<file path="src/rtl/db_sram_ctrl_if.sv">
// CPU data-bus port of db_sram_ctrl: one request at a time, completion pulse
// on db_ready with read data or an alignment fault.
interface db_sram_ctrl_if;
  logic [31:0] db_addr;
  logic [31:0] db_dataOut;
  logic [1:0]  db_accessType;
  logic [31:0] db_dataIn;
  logic        db_ready;
  logic        db_fault;

  modport master (
    output db_addr, db_dataOut, db_accessType,
    input  db_dataIn, db_ready, db_fault
  );

  modport slave (
    input  db_addr, db_dataOut, db_accessType,
    output db_dataIn, db_ready, db_fault
  );
endinterface

</file>
<file path="src/rtl/db_sram_ctrl.sv">
// Data-bus slave driving a word-wide synchronous SRAM with a fixed number of
// wait states; answers each request with a single-cycle db_ready pulse.
module db_sram_ctrl #(
  parameter int ADDR_W      = 10,
  parameter int WAIT_STATES = 1
) (
  input  logic              clk,
  input  logic              res,
  db_sram_ctrl_if.slave     db,
  output logic [ADDR_W-1:0] sram_addr,
  output logic [31:0]       sram_wdata,
  input  logic [31:0]       sram_rdata,
  output logic              sram_ce,
  output logic              sram_we
);

  typedef enum logic [1:0] {
    MEM_ACCESS_R    = 2'd0,
    MEM_ACCESS_W    = 2'd1,
    MEM_ACCESS_X    = 2'd2,
    MEM_ACCESS_NONE = 2'd3
  } access_e;

  typedef enum logic [1:0] {IDLE, ACCESS, RESP} state_e;

  localparam logic [3:0] CNT_INIT = 4'(WAIT_STATES);

  state_e            state_q, state_d;
  logic [3:0]        cnt_q, cnt_d;
  logic              rd_q, rd_d;
  logic [ADDR_W-1:0] addr_d;
  logic [31:0]       wdata_d;
  logic              ce_d, we_d;
  logic [31:0]       data_q, data_d;
  logic              ready_q, ready_d;
  logic              fault_q, fault_d;

  access_e req_type;
  logic    req_valid;
  logic    req_aligned;
  logic    unused_addr_bits;

  assign req_type    = access_e'(db.db_accessType);
  assign req_valid   = (req_type != MEM_ACCESS_NONE);
  assign req_aligned = (db.db_addr[1:0] == 2'b00);
  // Upper address bits are dropped, so the SRAM aliases across the 4 GB space.
  assign unused_addr_bits = ^db.db_addr[31:ADDR_W+2];

  assign db.db_dataIn = data_q;
  assign db.db_ready  = ready_q;
  assign db.db_fault  = fault_q;

  // NOTE: every signal assigned here gets its hold value first, so no path
  // through the case statement can leave one unassigned and infer a latch.
  always_comb begin
    state_d = state_q;
    cnt_d   = cnt_q;
    rd_d    = rd_q;
    addr_d  = sram_addr;
    wdata_d = sram_wdata;
    ce_d    = sram_ce;
    we_d    = sram_we;
    data_d  = data_q;
    ready_d = ready_q;
    fault_d = fault_q;

    unique case (state_q)
      IDLE: begin
        ready_d = 1'b0;
        if (req_valid) begin
          if (req_aligned) begin
            addr_d  = db.db_addr[ADDR_W+1:2];
            wdata_d = db.db_dataOut;
            rd_d    = (req_type != MEM_ACCESS_W);
            ce_d    = 1'b1;
            we_d    = (req_type == MEM_ACCESS_W);
            cnt_d   = CNT_INIT;
            state_d = ACCESS;
          end else begin
            fault_d = 1'b1;
            ready_d = 1'b1;
            state_d = RESP;
          end
        end
      end

      ACCESS: begin
        if (cnt_q != 4'd0) begin
          cnt_d = cnt_q - 4'd1;
        end else begin
          ce_d    = 1'b0;
          we_d    = 1'b0;
          fault_d = 1'b0;
          ready_d = 1'b1;
          if (rd_q) data_d = sram_rdata;
          state_d = RESP;
        end
      end

      RESP: begin
        // Inputs are ignored here, so a request held through RESP is only
        // taken again on the following IDLE edge.
        ready_d = 1'b0;
        fault_d = 1'b0;
        state_d = IDLE;
      end

      default: state_d = IDLE;
    endcase
  end

  // NOTE: sequential state uses non-blocking assignments so every register
  // samples the pre-edge values regardless of statement order.
  always_ff @(posedge clk or negedge res) begin
    if (!res) begin
      state_q    <= IDLE;
      cnt_q      <= 4'd0;
      rd_q       <= 1'b0;
      sram_addr  <= '0;
      sram_wdata <= '0;
      sram_ce    <= 1'b0;
      sram_we    <= 1'b0;
      data_q     <= '0;
      ready_q    <= 1'b0;
      fault_q    <= 1'b0;
    end else begin
      state_q    <= state_d;
      cnt_q      <= cnt_d;
      rd_q       <= rd_d;
      sram_addr  <= addr_d;
      sram_wdata <= wdata_d;
      sram_ce    <= ce_d;
      sram_we    <= we_d;
      data_q     <= data_d;
      ready_q    <= ready_d;
      fault_q    <= fault_d;
    end
  end

endmodule
</file>
<file path="src/flat_wrapper.sv">
// flat-port wrapper written by rule: the top's interface ports become plain ports
module db_sram_ctrl_flat 
#(
  parameter int ADDR_W      = 10,
  parameter int WAIT_STATES = 1
)
  (clk, res, sram_addr, sram_wdata, sram_rdata, sram_ce, sram_we, db_db_addr, db_db_dataOut, db_db_accessType, db_db_dataIn, db_db_ready, db_db_fault);
  db_sram_ctrl_if db_i ();
  input  logic clk;
  input  logic res;
  output logic [ADDR_W-1:0] sram_addr;
  output logic [31:0] sram_wdata;
  input  logic [31:0] sram_rdata;
  output logic sram_ce;
  output logic sram_we;
  input wire logic [$bits(db_i.db_addr)-1:0] db_db_addr;
  input wire logic [$bits(db_i.db_dataOut)-1:0] db_db_dataOut;
  input wire logic [$bits(db_i.db_accessType)-1:0] db_db_accessType;
  output wire logic [$bits(db_i.db_dataIn)-1:0] db_db_dataIn;
  output wire logic [$bits(db_i.db_ready)-1:0] db_db_ready;
  output wire logic [$bits(db_i.db_fault)-1:0] db_db_fault;
  assign db_i.db_addr = db_db_addr;
  assign db_i.db_dataOut = db_db_dataOut;
  assign db_i.db_accessType = db_db_accessType;
  assign db_db_dataIn = db_i.db_dataIn;
  assign db_db_ready = db_i.db_ready;
  assign db_db_fault = db_i.db_fault;
  db_sram_ctrl #(.ADDR_W(ADDR_W), .WAIT_STATES(WAIT_STATES)) u_core (.clk(clk), .res(res), .db(db_i), .sram_addr(sram_addr), .sram_wdata(sram_wdata), .sram_rdata(sram_rdata), .sram_ce(sram_ce), .sram_we(sram_we));
endmodule
</file>
<file path="config.mk">
export PLATFORM = sky130hd
export DESIGN_NAME = db_sram_ctrl_flat
export DESIGN_NICKNAME = d
export VERILOG_FILES = /design/src/rtl/db_sram_ctrl_if.sv /design/src/rtl/db_sram_ctrl.sv /design/src/flat_wrapper.sv
export SDC_FILE = /design/constraint.sdc
export NUM_CORES = 1
export LEC_CHECK = 0
export ABC_AREA = 1
export CORE_MARGIN = 8
export CORE_UTILIZATION = 41
export CTS_BUF_LIST = sky130_fd_sc_hd__clkbuf_8
export DETAILED_ROUTE_END_ITERATION = 7
export PLACE_DENSITY = 0.82
export SLEW_MARGIN = 20
export SYNTH_ARGS = -nofsm -noshare
export SYNTH_HDL_FRONTEND = slang
export SYNTH_SLANG_ARGS = --single-unit
</file>
<file path="constraint.sdc">
create_clock -name clk -period 1.6 [get_ports clk]
set_input_delay 0.24 -clock clk [delete_from_list [all_inputs] [get_ports clk]]
set_output_delay 0.24 -clock clk [all_outputs]
set_load 0.1 [all_outputs]
</file>
==> out/qor.txt, run 1 <==
Run status: complete, no violations
Clk pin slew, worst setup/hold paths: 0.08 ns
Die Width: 109 um
Final setup fails: 0
Clk buf depth: 2
Initial Utilization: 41.3%
Distinct cells, synth: 20
CTS root buf: clkbuf_8
Iteration-0 DRC Markers: 90
Most frequent cells in the layout: nand2_1 (187), dfrtp_1 (84), buf_12 (82)
Routed len/inst: 15.0 um
Startpoint Class: flip-flop
Setup WS pre-CTS: 0.00986 ns
Slew headroom: 70.3%
Row count: 34
CP Data Arrival Time: 1.73 ns
Final WS setup: 0.102 ns
Via density: 4.63
H-tree levels: 3
Syn Nets: 505
Max_cap viols: 0
Hold path depth: 3
GPL Wtd Cong: 0.838
1st-pass router iterations: 4
Kind of end point of the critical path: flip-flop
Vias in the first global route: 3277
GRT Overall Usage: 17.3%
Drc violations: 0
Clock Sink Count: 85
Post-synth top area share: 60.3%
Layout cells sized above 1: 20.1%
I/O Pins: 178
Yosys warns: 0
#FFs+latches synth: 85
Worst Hold Class: primary input to flip-flop
Post-Syn Instances: 400
Diodes inserted: 0
Worst-skew pair later-pin latency: 0.33 ns
WHS: 0.431 ns
Synth Cell Area: 0.00353 mm^2
Vias: 3128
Synth area leader: dfrtp_1
Antenna violations before repair: 0
Maximum fanout along the worst path: 64
CTS tree: built
Height of the die: 109 um
Fin crit period: 1.50 ns
Commonest non-fill, non-tap cell in the layout: nand2_1
Num CTS Buffers: 9
GRT overflow: 0
Largest net degree at the start of global routing: 86
Critical path class: flip-flop to flip-flop
Area Growth Syn to Fin: 75.4%
Top cells by area, synth: dfrtp_1 (60%), nand2_1 (20%), inv_1 (4.5%)
Max-slew violation count: 0
Avg Inst Size Synth: 8.82 um^2
DIE AREA: 0.0118 mm^2
Antenna Nets Post-Route: 0
Tightest Pin Transition: 0.446 ns
Area of the core: 0.00855 mm^2
Max Freq: 0.667 GHz
Final hold vios: 0
Global-route wire length before repair: 15900 um
R2R cell count: 7
Final Routed Wirelength: 10200 um
Critical Path RT: 1.83 ns
Worst reg-to-reg setup slack: 0.10 ns
Detailed Place HPWL: 7920 um
IO Port Bufs: 157
Worst Skew: 0.0115 ns
Period utilization: 93.6%
Register area share after synthesis: 60.3%
Nets: 667
==> area by class of cell <==
cell class,count,area [um^2]
timing repair buffer,165,2460
tap,108,135
clock buffer,9,124
multi-input combinational,256,1130
clock inverter,7,35.0
inverter,45,169
sequential,85,2130
fill,586,2360
==> worst max-delay path, cell delays in order (launching register included) <==
cell	delay (ns)
dfrtp_1	0.38
inv_1	0.12
ha_1	0.20
nand2_1	0.10
inv_2	0.09
nand3_4	0.07
buf_12	0.19
o21ai_0	0.23
==> flip-flops by register name, summed over array words and instances (netlist names) <==
signal / cells
u_core.db.db_fault: 1
u_core.rd_q: 1
u_core.sram_we: 1
u_core.sram_wdata: 32
u_core.sram_addr: 10
u_core.cnt_q: 4
u_core.db.db_ready: 1
u_core.sram_ce: 1
u_core.db.db_dataIn: 32
u_core.state_q: 2
==> through the flow <==
step	instances	utilization (%)	TNS, ns	cell area [um^2]
after floorplan	400	-	0	3530
after detailed placement	657	70.1	0	6000
after global routing	675	72.4	-0.00567	6190
final	675	72.4	0	6190
after CTS	674	72.1	0	6170
after global placement	657	70.1	0	6000
==> layer usage <==
layer	wire length, um	part of all wire [%]	global-route usage [%]
met5	0	0	0
met2	5320	52	30.3
met1	3590	35	18.0
met3	1060	10	8.16
met4	176	1.7	5.28
==> cell usage after synthesis <==
cell type and instances:
nand3_2 1, inv_1 42, inv_2 3, nand3_4 1, nor2_1 5, dfrtp_1 85, a21oi_1 1, ha_1 5
o21ai_1 11, nor2_4 2, clkbuf_1 4, nand4_1 1, nand2_1 187, buf_6 6, xor2_1 1, nand2_2 3
nand3b_1 1, o21ai_0 30, nand3_1 7, buf_4 4
==> path summary, 6_finish.rpt <==
| check | startpoint | endpoint |
|---|---|---|
| min in group asynchronous | res | u_core.db.db_dataIn[0] |
| worst max register to register | u_core.cnt_q[0] | u_core.db.db_dataIn[19] |
| worst min-delay path | db_db_dataOut[15] | u_core.sram_wdata[15] |
| worst max-delay path | u_core.cnt_q[0] | u_core.db.db_dataIn[19] |
| worst min register to register | u_core.cnt_q[0] | u_core.cnt_q[0] |
| max in group asynchronous | res | u_core.sram_wdata[0] |
==> cells by family (layout without fill, tap and decap cells) <==
family,Yosys count,in the layout,share of synthesized area [%]
and+or+nand+nor,208,208,23.8
buffers and inverters,59,226,7.98
AOI/OAI and AO/OA,42,42,5.96
adders and majority gates,5,5,1.77
DFF,85,85,60.3
xor gates and xnor gates,1,1,0.248
==> what timing repair did <==
| action | in CTS | in global routing |
|---|---|---|
| setup buffers | 0 | 1 |
| pin swaps | 0 | 1 |
| cloned | 0 | 0 |
| endpoints found under the hold margin | 85 | 0 |
| hold buffers | 1 | 0 |
| resized for setup | 1 | 4 |
| setup endpoints to repair | 3 | 7 |
Power of run 1 is left out: the tool's default activity adds up to more than one toggle a clock period on the data nets, which glitch-free logic cannot reach.
==> run 2: changes to the inputs <==
--- a/config.mk
+++ b/config.mk
@@ -5,7 +5,8 @@
 export SDC_FILE = /design/constraint.sdc
 export NUM_CORES = 1
 export LEC_CHECK = 0
-export ABC_AREA = 1
+export ABC_AREA = 0
+export CAP_MARGIN = 10
 export CORE_MARGIN = 8
 export CORE_UTILIZATION = 41
 export CTS_BUF_LIST = sky130_fd_sc_hd__clkbuf_8
==> out/qor.txt, run 2 <==
Run status: finished, violations left
Failing checks: setup timing
Routed len/inst: 21.7 um (+44%)
Die Width: 108 um (-0.53%)
Most frequent cells in the layout: dfrtp_1 (85), buf_12 (82), clkdlybuf4s50_1 (78)
Worst-skew pair later-pin latency: 0.36 ns (+0.03 ns)
Leading cell type by number of instances after synthesis: dfrtp_1
Synth top cells by count: dfrtp_1 (85), mux2_2 (60), mux2_1 (15)
Critical Path RT: 1.84 ns (about the same)
Buf+Inv Stages, Crit Path: 3 (unchanged)
Via density: 5.17 (+12%)
GRT Overall Usage: 20.1% (+2.8 points)
Nets: 546 (-18%)
Tightest Pin Transition: 0.341 ns (-0.105 ns)
Antenna Nets Post-Route: 0 (unchanged)
Maximum fanout along the worst path: 8 (-88%)
Global-route wire length before repair: 17900 um (+12%)
Synth Cell Area: 0.00348 mm^2 (-1.2%)
Vias in the first global route: 3241 (-1.1%)
CP delay by family, top: simple AND/OR/NAND/NOR gates
Layout cells sized above 1: 55.4% (+35 points)
Slew headroom: 77.3% (+7.0 points)
Distinct cells, synth: 37 (+85%)
Avg Inst Size Synth: 14.8 um^2 (+68%)
Register area share after synthesis: 61.0% (+0.76 points)
R2R cell count: 7 (unchanged)
Placed instance area: 0.00626 mm^2 (+4.4%)
CP max-delay cell: dfrtp_1
Fin crit period: 1.77 ns (+0.275 ns)
CP max stage delay: 0.41 ns (+0.03 ns)
Synth area leader: dfrtp_1
Diodes inserted: 0 (unchanged)
Post-Syn Instances: 235 (-41%)
Levels on crit path: 7 (unchanged)
Post-synth EDFFs: 0 (unchanged)
Period utilization: 111% (+17 points)
Filler Cells Inserted: 408 (-30%)
IO Port Bufs: 157 (unchanged)
Antenna violations before repair: 0 (unchanged)
Syn Nets: 340 (-33%)
CTS root buf: clkbuf_8
#FFs+latches synth: 85 (unchanged)
Commonest non-fill, non-tap cell in the layout: dfrtp_1
Post-synth top area share: 61.0% (+0.76 points)
Detailed Place HPWL: 8580 um (+8.3%)
Max-slew violation count: 0 (unchanged)
Initial Utilization: 42.4% (+1.1 points)
Area of the core: 0.00822 mm^2 (-3.9%)
Area Growth Syn to Fin: 97.5%
1st-pass router iterations: 6 (+2)
Area occupied by multi-input gates: 0.00152 mm^2 (+34%)
Num CTS Buffers: 9 (unchanged)
Unrepaired setup endpoints after global routing: yes
Worst reg-to-reg setup slack: -0.17 ns (-0.27 ns)
Final Routed Wirelength: 12000 um (+18%)
Max_cap viols: 0 (unchanged)
Final setup fails: 76 (+76)
I/O Pins: 178 (unchanged)
Startpoint Class: flip-flop
Top cells by area, synth: dfrtp_1 (61%), mux2_2 (19%), mux2_1 (4.8%)
Synth async-reset ratio: 100% (unchanged)
Iteration-0 DRC Markers: 111 (+23%)
Clock Sink Count: 85 (unchanged)
Worst Hold Class: primary input to async pin
Critical path class: flip-flop to flip-flop
Setup total negative slack: -6.20 ns (-6.20 ns)
Worst flop-to-flop path endpoint: u_core.db.db_dataIn[29]
Yosys warns: 0 (unchanged)
WHS: 0.323 ns (-0.108 ns)
Post-route cell area: 0.00688 mm^2 (+11%)
GPL Wtd Cong: 0.846 (+0.98%)
Clk buf depth: 2 (unchanged)
Critical path, cell by cell: inv_2 > ha_4 > buf_6 > nor3b_4 > nand3_4 > buf_12 > mux2_4
Final Core Density: 83.8% (+11 points)
Largest net degree at the start of global routing: 35 (-59%)
Vias: 2850 (-8.9%)
Final hold vios: 0 (unchanged)
Row count: 33 (-2.9%)
Main synth FF type: dfrtp_1
Kind of end point of the critical path: flip-flop
Clk pin slew, worst setup/hold paths: 0.09 ns (about the same)
CP Data Arrival Time: 2.01 ns (+0.28 ns)
Final WS setup: -0.173 ns (-0.275 ns)
Worst Skew: 0.0128 ns (+0.00128 ns)
R2r startpoint: u_core.cnt_q[0]
Height of the die: 108 um (-0.53%)
Drc violations: 0 (unchanged)
CTS tree: built
Max Freq: 0.564 GHz (-15%)
DIE AREA: 0.0117 mm^2 (-1.1%)
GRT overflow: 0 (unchanged)
H-tree levels: 3 (unchanged)
Register area: 0.00213 mm^2 (about the same)
run 2: final cells by class:
class,instances,area share [%]
flip-flops and latches,85,30.9
repair buffers,205,41.8
inverters,8,0.436
clock buffers,10,2.00
multi-input cells,132,22.0
clock inverters,6,0.909
well taps,105,1.91
run 2: how the worst max path moves through the flow:
stage / start / end / slack [ns]
floorplan: u_core.cnt_q[0] / u_core.db.db_fault / -0.1
global placement: u_core.cnt_q[1] / u_core.db.db_fault / -0.14
detailed placement: u_core.cnt_q[1] / u_core.db.db_fault / -0.19
CTS: u_core.cnt_q[0] / u_core.db.db_dataIn[14] / -0.15
global route: u_core.cnt_q[0] / u_core.db.db_dataIn[12] / -0.22
finish: u_core.cnt_q[0] / u_core.db.db_dataIn[29] / -0.17
run 2: logic make-up after synthesis:
family	after synthesis	synth area share (%)
fa+ha+maj	5	1.80
buf+inv	18	2.26
compound gates	24	5.42
mux	76	24.5
flops	85	61.0
simple gates	27	4.96
run 2: through the flow:
stage	std cells	setup WS (ns)
global placement	516	-0.136
global route	551	-0.217
floorplan	235	-0.0977
finish	551	-0.173
CTS	548	-0.154
detailed placement	516	-0.186
run 2: what timing repair did:
item | 4_1_cts | 5_1_grt
hold endpoints to repair | 22 | 0
hold buffers | 1 | 0
cloned | 4 | 0
setup endpoints to repair | 63 | 84
gates resized for setup | 21 | 31
buffers inserted | 11 | 4
pin swaps | 4 | 10
run 2: routing by layer:
layer / track usage, % / wire length [um] / vias to the layer above
li1: - / - / 1263
met3: 5.83 / 824 / 19
met2: 36.4 / 6450 / 119
met1: 22.1 / 4490 / 1449
met5: 0 / 0 / -
met4: 5.95 / 188 / 0
Power of run 2 is left out for the same reason.
==> run 3: changes to the inputs <==
--- a/config.mk
+++ b/config.mk
@@ -8,10 +8,10 @@
 export ABC_AREA = 0
 export CAP_MARGIN = 10
 export CORE_MARGIN = 8
-export CORE_UTILIZATION = 41
+export CORE_UTILIZATION = 25
 export CTS_BUF_LIST = sky130_fd_sc_hd__clkbuf_8
 export DETAILED_ROUTE_END_ITERATION = 7
-export PLACE_DENSITY = 0.82
+export PLACE_DENSITY = 0.55
 export SLEW_MARGIN = 20
 export SYNTH_ARGS = -nofsm -noshare
 export SYNTH_HDL_FRONTEND = slang
==> out/qor.txt, run 3 (synthesis gave the netlist of run 2 again) <==
GPL Wtd Cong: 0.748 (-12%)
IO Port Bufs: 157 (unchanged)
Kind of end point of the critical path: flip-flop
Area occupied by multi-input gates: 0.00143 mm^2 (-6.0%)
Detailed Place HPWL: 8120 um (-5.4%)
GRT overflow: 0 (unchanged)
Register area: 0.00213 mm^2 (unchanged)
Unrepaired setup endpoints after global routing: yes
Worst Skew: 0.0133 ns (+0.000564 ns)
CP Data Arrival Time: 1.96 ns (-0.05 ns)
Clk buf depth: 2 (unchanged)
CTS root buf: clkbuf_8
Routed len/inst: 17.3 um (-20%)
Largest net degree at the start of global routing: 33 (-5.7%)
GRT Overall Usage: 11.9% (-8.1 points)
Clock Sink Count: 85 (unchanged)
Final WS setup: -0.110 ns (+0.0635 ns)
Critical Path RT: 1.85 ns (about the same)
Startpoint Class: flip-flop
Max_cap viols: 0 (unchanged)
Vias: 2660 (-6.7%)
Antenna Nets Post-Route: 0 (unchanged)
Final hold vios: 0 (unchanged)
Max Freq: 0.585 GHz (+3.7%)
Clk pin slew, worst setup/hold paths: 0.09 ns (about the same)
1st-pass router iterations: 4 (-2)
Fin crit period: 1.71 ns (-0.0635 ns)
Nets: 535 (-2.0%)
Tightest Pin Transition: 0.469 ns (+0.128 ns)
Period utilization: 107% (-4.0 points)
Placed Cells incl. Taps: 589 (+14%)
Slew headroom: 68.7% (-8.5 points)
Row count: 43 (+30%)
H-tree levels: 3 (unchanged)
Worst Hold Class: primary input to async pin
Global-route wire length before repair: 16700 um (-6.6%)
Most frequent cells in the layout: dfrtp_1 (85), buf_12 (83), clkdlybuf4s50_1 (78)
Buf+Inv Stages, Crit Path: 3 (unchanged)
Max-slew violation count: 0 (unchanged)
Drc violations: 0 (unchanged)
Commonest non-fill, non-tap cell in the layout: dfrtp_1
Layout cells sized above 1: 52.0% (-3.4 points)
Run status: finished, violations left
Critical path class: flip-flop to flip-flop
Area of the core: 0.0138 mm^2 (+68%)
CP max-delay cell: dfrtp_1
Via density: 4.33 (-16%)
Num CTS Buffers: 9 (unchanged)
Final setup fails: 52 (-32%)
Filler Cells Inserted: 1222 (+200%)
Antenna violations before repair: 0 (unchanged)
Maximum fanout along the worst path: 32 (+24)
Diodes inserted: 0 (unchanged)
Vias in the first global route: 2954 (-8.9%)
Failing checks: setup timing
Final Routed Wirelength: 10600 um (-11%)
CP delay by family, top: flip-flops
DIE AREA: 0.0180 mm^2 (+54%)
Worst-skew pair later-pin latency: 0.37 ns (about the same)
Initial Utilization: 25.3% (-17 points)
CTS tree: built
Height of the die: 134 um (+24%)
I/O Pins: 178 (unchanged)
Critical path, cell by cell: inv_2 > ha_4 > buf_6 > nor3b_4 > nand3_2 > buf_12 > mux2_4
CP max stage delay: 0.41 ns (about the same)
Iteration-0 DRC Markers: 99 (-11%)
Non-filler cells, final: 615 (+12%)
Area Growth Syn to Fin: 93.3%
Die Width: 134 um (+24%)
Final Core Density: 48.9% (-35 points)
WHS: 0.367 ns (+0.0440 ns)
[run 3: repair_timing]
| item | CTS | global route |
|---|---|---|
| hold buffers | 1 | 0 |
| gates cloned | 1 | 0 |
| hold endpoints to repair | 29 | 0 |
| setup endpoints to repair | 73 | 84 |
| pin swaps | 2 | 3 |
| resized for setup | 12 | 8 |
| setup buffers | 4 | 4 |
[run 3: routing by layer]
metal | GRT usage, % | part of all wire (%) | up-vias
met2 | 19.6 | 50 | 91
met5 | 0 | 0 | -
li1 | - | - | 1233
met3 | 4.11 | 6.4 | 12
met1 | 14.1 | 42 | 1324
met4 | 4.30 | 1.3 | 0
[run 3: through the flow]
stage	TNS (ns)	area (um^2)	worst slack, ns
after CTS	-1.98	6670	-0.0881
final	-3.04	6740	-0.110
after global placement	-9.06	6360	-0.189
after floorplan	-1.23	3620	-0.0977
after detailed placement	-10.74	6360	-0.215
after global routing	-7.24	6740	-0.154
[run 3: area by class of cell]
type / count / area share, %
clock buffers: 9 / 1.84
clock inverters: 7 / 1.24
inverters: 8 / 0.446
multi-input cells: 132 / 21.2
flip-flops and latches: 85 / 31.6
well taps: 180 / 3.34
repair buffers: 194 / 40.4
[run 3: final timing paths]
path	from	to	slack [ns]	cells past startpoint
worst max-delay path	u_core.cnt_q[1]	u_core.db.db_dataIn[14]	-0.11	7
worst min-delay path	res	u_core.db.db_dataIn[22]	0.37	2
worst max register to register	u_core.cnt_q[1]	u_core.db.db_dataIn[14]	-0.11	7
worst min register to register	u_core.rd_q	u_core.rd_q	0.56	2
max in group asynchronous	res	u_core.sram_wdata[1]	0.70	3
min in group clk	db_db_dataOut[30]	u_core.sram_wdata[30]	0.48	2
[run 3: worst reg2reg max path, delay by kind of cell, from the launching register on]
family	cells	cell delay, ns
DFF	1	0.41
and+or+nand+nor	2	0.31
buffers and inverters	3	0.37
adders and majority gates	1	0.15
muxes	1	0.34
Power of run 3 is left out for the same reason.
==> variant 1: new RTL, flow settings as in run 1 <==
`ADDR_W` is set to 10 in 2 places; all go to 8.
--- a/src/rtl/db_sram_ctrl.sv
+++ b/src/rtl/db_sram_ctrl.sv
@@ -2,5 +2,5 @@
 // wait states; answers each request with a single-cycle db_ready pulse.
 module db_sram_ctrl #(
-  parameter int ADDR_W      = 10,
+  parameter int ADDR_W      = 8,
   parameter int WAIT_STATES = 1
 ) (
--- a/src/flat_wrapper.sv
+++ b/src/flat_wrapper.sv
@@ -2,5 +2,5 @@
 module db_sram_ctrl_flat 
 #(
-  parameter int ADDR_W      = 10,
+  parameter int ADDR_W      = 8,
   parameter int WAIT_STATES = 1
 )
Ports: changed (resized sram_addr); port bits go from 178 to 176. No check against the original RTL was run, so the function may have changed too.
==> variant 1 against run 1 <==
Via count shrank 0.61%; wire length grew 0.79%; count of clock-buffer cells in the layout grew 1; sequential cell count shrank 2; area after synthesis shrank 2.1%; design area shrank 0.85%; fmax grew 1.2%; worst setup slack gained 17 ps; cell count shrank 1.5%; die area shrank 1.8%; largest cell class unchanged.
Power is left out: the tool's default activity adds up to more than one toggle a clock period on the data nets, which glitch-free logic cannot reach.
==> variant 1: results (changes against run 1) <==
| Metric | Value |
|---|---|
| Status | `finished, final reports clean` |
| Antenna fix cells | `0 (unchanged)` |
| Post-synth top cells | `nand2_1 (185), dfrtp_1 (83), inv_1 (42)` |
| Place WS | `62.5 ps (+52.6 ps)` |
| Sequential area share after synthesis | `60.1% (-0.14 points)` |
| CTS Buf Count | `9 (unchanged)` |
| # H-tree levels | `3 (unchanged)` |
| Distinct cells, synth | `23 (+15%)` |
| Initial DRC Count | `122 (+36%)` |
| Longest Clk Path Bufs | `2 (unchanged)` |
| Crit path DAT | `1690 ps (-40 ps)` |
| First-pass GRT wire length | `16.5 mm (+3.6%)` |
| Slowest CP cell | `dfrtp_1` |
| Cell family with most CP delay | `buffers and inverters` |
| Synth Net Count | `498 (-1.4%)` |
| Layout cells sized above 1 | `20.7% (+0.61 points)` |
| M1 GR Usage | `18.4% (+0.46 points)` |
| Fillers | `553 (-5.6%)` |
| GRT Util Overall | `17.8% (+0.55 points)` |
| Root buf cell | `clkbuf_8` |
| Worst-path clk slew | `80 ps (about the same)` |
| Antenna Violating Nets Remaining | `0 (unchanged)` |
| Grt met2 use | `31.5% (+1.2 points)` |
| RePlAce Congestion | `0.764 (-8.8%)` |
| Synthesis Warnings | `0 (unchanged)` |
| Vias in the first global route | `3382 (+3.2%)` |
| M3 GR Usage | `8.20% (+0.048 points)` |
| DRT Wirelength | `10.2 mm (+0.79%)` |
| Clock Skew | `11.6 ps (+0.108 ps)` |
| Slew headroom | `72.6% (+2.4 points)` |
| Largest net degree at the start of global routing | `52 (-40%)` |
| Async S/R FF share, synth | `100% (unchanged)` |
| Initial antenna violation count | `0 (unchanged)` |
| Slowest stage delay, CP | `390 ps` |
| Buffers added on ports | `153 (-2.5%)` |
| Final core occ | `75.1% (+2.7 points)` |
| Worst Hold Class | `in2reg` |
| Vias per inst | `4.68 (+0.89%)` |
| Final net count | `661 (-0.90%)` |
| DP Area | `5900 um^2 (-1.6%)` |
| Dpl hpwl | `7.93 mm (+0.16%)` |
| First drt pass iteration count | `5 (+1)` |
| Top cells by area, synth | `dfrtp_1 (60%), nand2_1 (20%), o21ai_1 (4.8%)` |
| Skew-Pair Late Insertion Delay | `340 ps` |
| Crit path max fanout | `30 (-53%)` |
==> variant 1: cell count changes in the layout (fill, tap and decap cells not counted), moves of 2 or more <==
cell | run 1 | this run
clkdlybuf4s50_1 | 78 | 76
o21ai_0 | 30 | 5
nand2_1 | 187 | 185
buf_4 | 4 | 8
o21ai_1 | 11 | 33
==> variant 1: kinds of logic after synthesis <==
group                      after synthesis  synth area share (%)
buffers and inverters                   59                  7.64
and+or+nand+nor                        206                  24.5
xor gates and xnor gates                 1                 0.254
adders and majority gates                5                  1.81
DFF                                     83                  60.1
AOI/OAI and AO/OA                       39                  5.65
==> variant 1: routing by layer <==
metal,up-vias,wire [um],share of wire (%)
li1,1515,-,-
met1,1472,3670,36
met2,112,5380,53
met3,10,1060,10
met4,0,116,1.1
met5,-,0,0
==> variant 1: stage by stage <==
step | TNS [ps] | std cells
final | 0 | 665
after floorplan | 0 | 393
after global routing | -3.20 | 665
after CTS | 0 | 661
after global placement | 0 | 645
after detailed placement | 0 | 645
==> variant 1: path summary, 6_finish.rpt <==
| check | start | depth (start not counted) | to | slack [ps] |
|---|---|---|---|---|
| hold reg to reg | u_core.cnt_q[0] | 2 | u_core.cnt_q[0] | 500 |
| min in group asynchronous | res | 3 | u_core.db.db_dataIn[19] | 440 |
| setup / recovery | u_core.cnt_q[0] | 8 | u_core.db.db_dataIn[24] | 120 |
| max in group asynchronous | res | 3 | u_core.sram_wdata[1] | 780 |
| setup reg to reg | u_core.cnt_q[0] | 8 | u_core.db.db_dataIn[24] | 120 |
| hold / removal | db_db_dataOut[31] | 3 | u_core.sram_wdata[31] | 430 |
==> variant 1: final cells by class <==
| type | instances | area share [%] |
|---|---|---|
| clock buffer | 10 | 2.24 |
| clock inverter | 5 | 0.877 |
| inverter | 45 | 2.75 |
| multi-input combinational | 251 | 18.2 |
| sequential | 83 | 33.8 |
| tap | 105 | 2.14 |
| timing repair buffer | 166 | 40.0 |
==> variant 1: timing repair <==
action                                  CTS  global route
endpoints found under the setup margin    0            33
hold endpoints to repair                 83             0
setup buffers                             0             4
resized for setup                         0             1
hold buffers                              1             0
==> variant 1: worst min-delay path: stages <==
cell and delay (ps):
clkdlybuf4s50_1 390, nand2_1 60, nand2_1 40
